## config.mk

```make
export PLATFORM = sky130hd
export DESIGN_NAME = uart_rx_fifo
export DESIGN_NICKNAME = d
export VERILOG_FILES = /design/src/rtl/uart_rx_fifo.sv
export SDC_FILE = /design/constraint.sdc
export NUM_CORES = 1
export LEC_CHECK = 0
export CAP_MARGIN = 30
export CORE_UTILIZATION = 35
export DETAILED_ROUTE_END_ITERATION = 16
export RECOVER_POWER = 25
export SYNTH_ARGS = -nofsm -noshare
export SYNTH_HDL_FRONTEND = slang
export SYNTH_SLANG_ARGS = --single-unit
```

## constraint.sdc

```tcl
create_clock -name clk -period 2.6 [get_ports clk]
set_input_delay 0.78 -clock clk [delete_from_list [all_inputs] [get_ports clk]]
set_output_delay 0.78 -clock clk [all_outputs]
set_load 0.1 [all_outputs]
```

## src/rtl/uart_rx_fifo.sv

```systemverilog
// ---------------------------------------------------------------------------
// uart_rx_fifo
//
// Purpose:
//   Receive-side buffer between a UART receiver and a byte consumer. Each
//   rx_done pulse queues {framing_error, parity_error, rx_data}. The head
//   entry is presented first-word-fall-through on a valid/ready stream. The
//   block also reports fill level, almost-full and a sticky overrun flag.
//
// Parameters:
//   DEPTH      number of entries (power of 2, >= 2)
//   AF_THRESH  almost_full asserts when level >= AF_THRESH (1..DEPTH)
//
// Ports:
//   clk            system clock, rising edge
//   rst            asynchronous active-low reset
//   rx_data        received byte, sampled with rx_done
//   rx_done        push request (one-cycle pulse per byte)
//   parity_error   parity tag, sampled with rx_done
//   framing_error  framing tag, sampled with rx_done
//   m_data         head byte (0 when empty)
//   m_perr         head parity tag (0 when empty)
//   m_ferr         head framing tag (0 when empty)
//   m_valid        head entry available
//   m_ready        consumer accepts the head entry
//   level          number of stored entries, 0..DEPTH
//   almost_full    level >= AF_THRESH
//   overrun        sticky: a byte was lost because the FIFO was full
//   clr_overrun    synchronous clear of overrun
//   err_drop_cnt   saturating count of discarded errored bytes
//                  (present only with UART_RX_FIFO_ERR_DROP_EN)
//
// Optional feature macro: UART_RX_FIFO_ERR_DROP_EN
//   When defined, bytes tagged with a parity or framing error are discarded
//   instead of queued, counted in err_drop_cnt, and m_perr/m_ferr read 0.
// ---------------------------------------------------------------------------
module uart_rx_fifo #(
  parameter  int DEPTH     = 16,
  parameter  int AF_THRESH = 12,
  localparam int PW        = $clog2(DEPTH),
  localparam int LW        = $clog2(DEPTH) + 1
) (
  input  logic          clk,
  input  logic          rst,
  input  logic [7:0]    rx_data,
  input  logic          rx_done,
  input  logic          parity_error,
  input  logic          framing_error,
  output logic [7:0]    m_data,
  output logic          m_perr,
  output logic          m_ferr,
  output logic          m_valid,
  input  logic          m_ready,
  output logic [LW-1:0] level,
  output logic          almost_full,
  output logic          overrun,
  input  logic          clr_overrun
`ifdef UART_RX_FIFO_ERR_DROP_EN
  ,
  output logic [7:0]    err_drop_cnt
`endif
);

  localparam logic [LW-1:0] DEPTH_L = LW'(DEPTH);
  localparam logic [LW-1:0] AF_L    = LW'(AF_THRESH);

  // Storage: {framing_error, parity_error, rx_data}; intentionally not reset.
  logic [9:0]    mem [DEPTH];

  logic [PW-1:0] wr_ptr_q, wr_ptr_d;
  logic [PW-1:0] rd_ptr_q, rd_ptr_d;
  logic [LW-1:0] level_q,  level_d;
  logic          af_q,     af_d;
  logic          ovr_q,    ovr_d;

  logic          full;
  logic          empty;
  logic          rx_err;
  logic          rx_accept;  // rx_done that is a candidate for queuing
  logic          push;
  logic          pop;
  logic          drop_full;  // candidate byte lost because there is no room
  logic [9:0]    head;

  assign full   = (level_q == DEPTH_L);
  assign empty  = (level_q == '0);
  assign rx_err = parity_error | framing_error;

`ifdef UART_RX_FIFO_ERR_DROP_EN
  assign rx_accept = rx_done & ~rx_err;
`else
  assign rx_accept = rx_done;
`endif

  assign pop       = ~empty & m_ready;
  // A pop in the same cycle frees the slot, so a full FIFO can still accept.
  assign push      = rx_accept & (~full | pop);
  assign drop_full = rx_accept & full & ~pop;

  // ---------------------------------------------------------------------
  // Next-state logic
  // ---------------------------------------------------------------------
  always_comb begin
    wr_ptr_d = wr_ptr_q;
    rd_ptr_d = rd_ptr_q;
    level_d  = level_q;
    ovr_d    = ovr_q;

    if (push) wr_ptr_d = wr_ptr_q + 1'b1;  // wraps naturally at DEPTH
    if (pop)  rd_ptr_d = rd_ptr_q + 1'b1;

    case ({push, pop})
      2'b10:   level_d = level_q + 1'b1;
      2'b01:   level_d = level_q - 1'b1;
      default: level_d = level_q;
    endcase

    // Clear first so a coinciding overrun event keeps the flag set.
    if (clr_overrun) ovr_d = 1'b0;
    if (drop_full)   ovr_d = 1'b1;

    af_d = (level_d >= AF_L);
  end

  // ---------------------------------------------------------------------
  // Control registers
  // ---------------------------------------------------------------------
  always_ff @(posedge clk or negedge rst) begin
    if (!rst) begin
      wr_ptr_q <= '0;
      rd_ptr_q <= '0;
      level_q  <= '0;
      af_q     <= 1'b0;
      ovr_q    <= 1'b0;
    end else begin
      wr_ptr_q <= wr_ptr_d;
      rd_ptr_q <= rd_ptr_d;
      level_q  <= level_d;
      af_q     <= af_d;
      ovr_q    <= ovr_d;
    end
  end

  // Storage write port
  always_ff @(posedge clk) begin
    if (push) mem[wr_ptr_q] <= {framing_error, parity_error, rx_data};
  end

`ifdef UART_RX_FIFO_ERR_DROP_EN
  logic [7:0] drop_cnt_q, drop_cnt_d;

  always_comb begin
    drop_cnt_d = drop_cnt_q;
    if (rx_done && rx_err && (drop_cnt_q != 8'hFF)) drop_cnt_d = drop_cnt_q + 8'd1;
  end

  always_ff @(posedge clk or negedge rst) begin
    if (!rst) drop_cnt_q <= 8'd0;
    else      drop_cnt_q <= drop_cnt_d;
  end

  assign err_drop_cnt = drop_cnt_q;
`endif

  // ---------------------------------------------------------------------
  // First-word-fall-through head: read is combinational off rd_ptr, so a
  // byte written in cycle N is visible in cycle N+1 with no bypass path.
  // ---------------------------------------------------------------------
  assign head    = mem[rd_ptr_q];
  assign m_valid = ~empty;
  assign m_data  = empty ? 8'd0 : head[7:0];

`ifdef UART_RX_FIFO_ERR_DROP_EN
  assign m_perr  = 1'b0;
  assign m_ferr  = 1'b0;
`else
  assign m_perr  = empty ? 1'b0 : head[8];
  assign m_ferr  = empty ? 1'b0 : head[9];
`endif

  assign level       = level_q;
  assign almost_full = af_q;
  assign overrun     = ovr_q;

endmodule
```

# Yosys cells after proc, flatten, opt, wreduce, memory -nomap -nowiden
# Memory sizes are Yosys's and may differ from the RTL's.
# Cells that the tools add are included.
[word_totals] regBits=15 latch_bits=0 ram_bits=160 romBits=0 input_bits=15 output_inout_bits=18 wordCells=32 memories=1
[mem_list] memory="mem" depth=16 word_bits=10 rd=1 rd_ports_with_merged_regs=0 write_ports=1 line_no="68" source="logic [9:0] mem [DEPTH];"
[op_classes] n_addsub=4 mul=0 div_mod_pow=0 order_cmp=1 eq_ne=3 shifts=0 mux=8 bitwise=8 reduce_logical=2
[ops] op="$pmux W5 S2" count=1
[ops] op="$add A4 B1 Y4 const B" count=2
[ops] op="$mux W8" count=1
[ops] op="$mux W1" count=6
[ops] op="$add A5 B1 Y5 const B" count=1
[ops] op="$eq A5 B5 Y1 const B" count=1
[ops] op="$ge A5 B4 Y1 const B" count=1
[ops] op="$logic_not A5 Y1" count=1
[ops] op="$sub A5 B1 Y5 const B" count=1
[ops] op="$and A1 B1 Y1" count=4
[ops] op="$not A1 Y1" count=3
[ops] op="$eq A2 B1 Y1 const B" count=1
[ops] op="$eq A2 B2 Y1 const B" count=1
[ops] op="$reduce_bool A2 Y1" count=1
[ops] op="$or A1 B1 Y1" count=1

# Depth between registers and ports, before layout
# Gate-level depths: netlist (run 1).
[depth] ltp_word=8 depth_mapped=9

# Worst setup path before layout (run 1)
# Ideal clock, no wire load.
[synth_path] path_kind="flip-flop to output port" start="reg level_q[2], in the netlist level[2]" end="out m_data[0]" t_arrival_ns=3.218 required_time_ns=1.820 setup_slack_ns=-1.398 path_stages_with_launch=5 path_buffers=1 path_cell_list="dfrtp_1 nor4_2 nand2_1 clkbuf_1 and2_1"
[synth_between] elab_chain_cells=2
[synth_rtl] element="from (decl)" line_no="72" source="logic [LW-1:0] level_q, level_d;"
[synth_rtl] element="from (signal assigned)" line_no="138" source="level_q <= level_d;"
[synth_rtl] element="$logic_not A5 Y1" line_no="86" source="assign empty = (level_q == '0);"
[synth_rtl] element="$mux W8" line_no="171" source="assign m_data = empty ? 8'd0 : head[7:0];"
[synth_rtl] element="to (decl)" line_no="49" source="output logic [7:0] m_data,"
# Every way passes these cells.

# Final worst setup path (run 1)
[layout_path] start="reg rd_ptr_q[0]" end="out m_data[0]"
[layout_between] elab_chain_cells=2
[layout_rtl] element="from (decl)" line_no="71" source="logic [PW-1:0] rd_ptr_q, rd_ptr_d;"
[layout_rtl] element="from (signal assigned)" line_no="137" source="rd_ptr_q <= rd_ptr_d;"
[layout_rtl] element="$mem_v2 Z16 W10"
[layout_rtl] element="$mux W8" line_no="171"
# Every way passes these cells.

==> results of run 1 <==
[per-stage QoR]
stage / hold slack (ns) / cells / instance area, um^2
after global routing: 0.554 / 698 / 8930
after floorplan: 0.484 / 333 / 7080
after CTS: 0.543 / 691 / 8790
final: 0.536 / 698 / 8930
after global placement: 0.520 / 659 / 8190
after detailed placement: 0.533 / 659 / 8190
[cell type report]
class / instances / area [um^2] / area share
clock buffer: 17 / 425 / 0.0476
clock inverter: 15 / 175 / 0.0196
inverter: 9 / 33.8 / 0.00378
multi-input combinational: 133 / 1760 / 0.197
sequential: 175 / 5190 / 0.581
tap: 265 / 332 / 0.0371
timing repair buffer: 84 / 1010 / 0.114
[worst max-delay path by stage]
stage                     start          end  slack (ns)
global route        rd_ptr_q[0]    m_data[4]       -0.71
finish              rd_ptr_q[0]    m_data[0]       -0.67
floorplan           rd_ptr_q[0]    m_data[0]       -0.04
detailed placement      rx_done  almost_full       -0.28
global placement        rx_done  almost_full       -0.24
CTS                 rd_ptr_q[0]       m_ferr       -0.67
[flip-flops by register name (all words and copies together), names as in the netlist]
name and flops:
level 5, almost_full 1, wr_ptr_q 4, overrun 1, rd_ptr_q 4, mem 160
[synthesized netlist by cell type, drive strengths merged]
master and instances:
a31o 1, edfxtp 160, xnor2 7, o21ai 1
mux2i 1, nor2 7, ha 6, a2bb2o 1
nand2 6, a21o 1, inv 9, nor4 5
nor3b 2, xor2 2, buf 6, or2 2
mux4 50, and2 19, a21oi 2, o22ai 1
mux2 3, nor2b 1, nand3b 1, nor3 2
clkbuf 10, dfrtp 15, a32oi 1, nand4b 1
nand4 2, nand3 4, o211ai 1, nand2b 3
[power groups by stage]
stage	clock [mW]	combinational [mW]	sequential, mW
after floorplan	0	3.44	4.00
after global placement	0	5.44	3.73
after detailed placement	0	5.45	3.75
after CTS	2.59	5.46	3.69
after global routing	2.70	5.89	3.72
final	2.55	5.64	3.68
[routing by layer]
metal  up-vias  global-route usage
li1       1532                   -
met5         -                   0
met4         0              0.0470
met1      1780               0.203
met3         5              0.0327
met2        59               0.239
[repair_timing]
action / in CTS / in global routing
buffers inserted: 0 / 3
endpoints found under the setup margin: 10 / 11
pin swaps: 0 / 1
cloned: 0 / 4
gates resized for setup: 0 / 4
[worst min-delay path, stage by stage (launching register included)]
cell     delay [ns]
dfrtp_1        0.37
inv_1          0.05
o22ai_1        0.07
[kinds of logic (layout without fill, tap and decap cells)]
| family | count (synthesis) | count (layout) | synth area share |
|---|---|---|---|
| multiplexers | 54 | 54 | 0.167 |
| XOR/XNOR | 9 | 9 | 0.0113 |
| buffers and inverters | 25 | 125 | 0.0166 |
| AND/OR/NAND/NOR | 55 | 55 | 0.0452 |
| AO/OA/AOI/OAI | 9 | 9 | 0.00912 |
| adder cells (fa/ha/maj) | 6 | 6 | 0.0107 |
| flip-flops | 175 | 175 | 0.740 |
==> summary.md, run 1 <==
| Metric | Value |
|---|---|
| WP buf/inv | 3 |
| Global-route wire length before repair | roughly 22,000 um |
| Hpwl dp | 9220 um |
| Worst setup SP type | flop |
| Clk_lat worst skew | between 0.4 and 0.5 ns |
| CP Capture Type | output port |
| Area Overhead vs Synth | 27.5% |
| Sequential area share after synthesis | 0.740 |
| I/O Buffers | 32 |
| Die W | between 100 and 150 um |
| Fmax achieved | roughly 310 MHz |
| Fill count | 1,636 |
| Starting Density | 0.359 |
| Synth top area cells | edfxtp_1 (69%), mux4_2 (16%), dfrtp_1 (5.4%), and2_1 (1.7%), ha_1 (1.1%) |
| Met1 WL | around 6300 um |
| Vias | 3,376 |
| Placer Congestion | 0.866 |
| RSZ-0062 raised after global routing | true |
| Crit-path slowest cell | mux4_2 |
| Most common cell after layout, fill and taps aside | edfxtp_1 |
| Post-Syn Nets | about 350 |
| Tot GR Track Use | 0.149 |
| Peak supply drop | between 0.7 and 0.8 mV |
| Hold path endpoint | overrun |
| Highest metal used | met4 |
| Total grt overflow | 0 |
| Number of diodes | 0 |
| Antenna-violating nets left | 0 |
| Final Max Tran Viols | 0 |
| Final Setup Violations | 10 |
| Largest area contributor in the netlist | edfxtp_1 |
| Lkg Pwr | between 3 and 4 nW |
| Mapped Area | about 7000 um^2 |
| Crit path depth | 6 |
| Setup TNS | -6.37 ns |
| Clock share of power | 0.215 |
| Hold-fix buffers at CTS | 0 |
| Worst Path Required | between 1.5 and 2 ns |
| Design Power | between 10 and 15 mW |
| Max-Slew Margin vs Limit | 0.530 |
| CTS clk-pin slew, worst paths | around 0.070 ns |
| Hold Path Stages | 2 |
| Min-delay src | overrun |
| Setup ws final | -0.669 ns |
| Final core utilization | 0.457 |
| Combinational power share | 0.475 |
| Routed WL | roughly 14,000 um |
| Setup CP Type | flop to output port |
| CP Cell Sequence | buf_6, buf_12, mux4_2, mux4_2, and2_4, buf_12 |
| Num ports | 33 |
| TritonCTS clock tree | yes |
| First-pass iteration count of the detailed router | 4 |
| Syn Area/Cell | 21.0 um^2 |
| Met3 Wirelength | between 600 and 700 um |
| Worst min-delay path category | flop to flop |
| CP arrival | ~2.5 ns |
| Max Cap Viol | 0 |
| PD cells | roughly 1300 nW/um^2 |
| Initial antenna violation count | 0 |
| Core ar. | a little under 20,000 um^2 |
| Final hold violation count | 0 |
| Root Driver | clkbuf_16 |
| Total CTS buffers | 17 |
| Die area | 20,600 um^2 |
| Drt drc | 0 |
| H-tree depth | 4 |
| Commonest non-fill, non-tap cells in the layout | edfxtp_1 (160), mux4_2 (50), buf_4 (42), buf_12 (23), clkbuf_16 (20) |
| Period utilization | 1.26 |
| Status | finished with violations |
| Clock sink count | between 150 and 200 |
| Pint | roughly 7.4 mW |
| Switching Fraction | 0.378 |
| R2r startpoint | level[0] |
| Initial drt markers | roughly 200 |
| Clk buf depth | 2 |
| Flop pwr share | 0.310 |
| Yosys Warn Count | 0 |
| Placement Setup Slack | -0.277 ns |
| Via count of the first global-routing pass | 3,557 |
| Met2 WL post-DR | about 7300 um |
| Rows | 51 |
| Library cells used by synthesis | 36 |
| Worst slew pin tran | 0.703 ns |
| Cell family with most CP delay | multiplexers |
| Avg WL per Cell | 20.5 um |
| FF-to-FF path depth | 10 |
| R2r setup slk | approximately 0.24 ns |
| Psw | 4.48 mW |
| #FFs+latches synth | around 180 |
| Via density | roughly 4.8 |
| Pin count of the biggest net entering global routing | 30 |
| Final min period | 3.27 ns |
| Nets | 441 |
| Worst path max stage delay | 0.55 ns |
| Failing checks | negative setup slack |
| Cell count after synthesis | 333 |
| Worst-path maximum fanout | 8 |
| Critical R2R Capture | almost_full |
| Die Y | approximately 140 um |
| Share of layout cells above drive strength 1 | 0.404 |
| Clock Skew | between 0.01 and 0.015 ns |
| Top cell type's share of synthesized area | 0.686 |
(Power assumes the default switching activity.)
==> inputs of run 2 (changes only) <==
--- a/config.mk
+++ b/config.mk
@@ -9,6 +9,7 @@
 export CORE_UTILIZATION = 35
 export DETAILED_ROUTE_END_ITERATION = 16
 export RECOVER_POWER = 25
+export SKIP_LAST_GASP = 1
 export SYNTH_ARGS = -nofsm -noshare
 export SYNTH_HDL_FRONTEND = slang
 export SYNTH_SLANG_ARGS = --single-unit
==> results of run 2 <==
No change in the layout: final DEF, timing and power equal those of run 1.
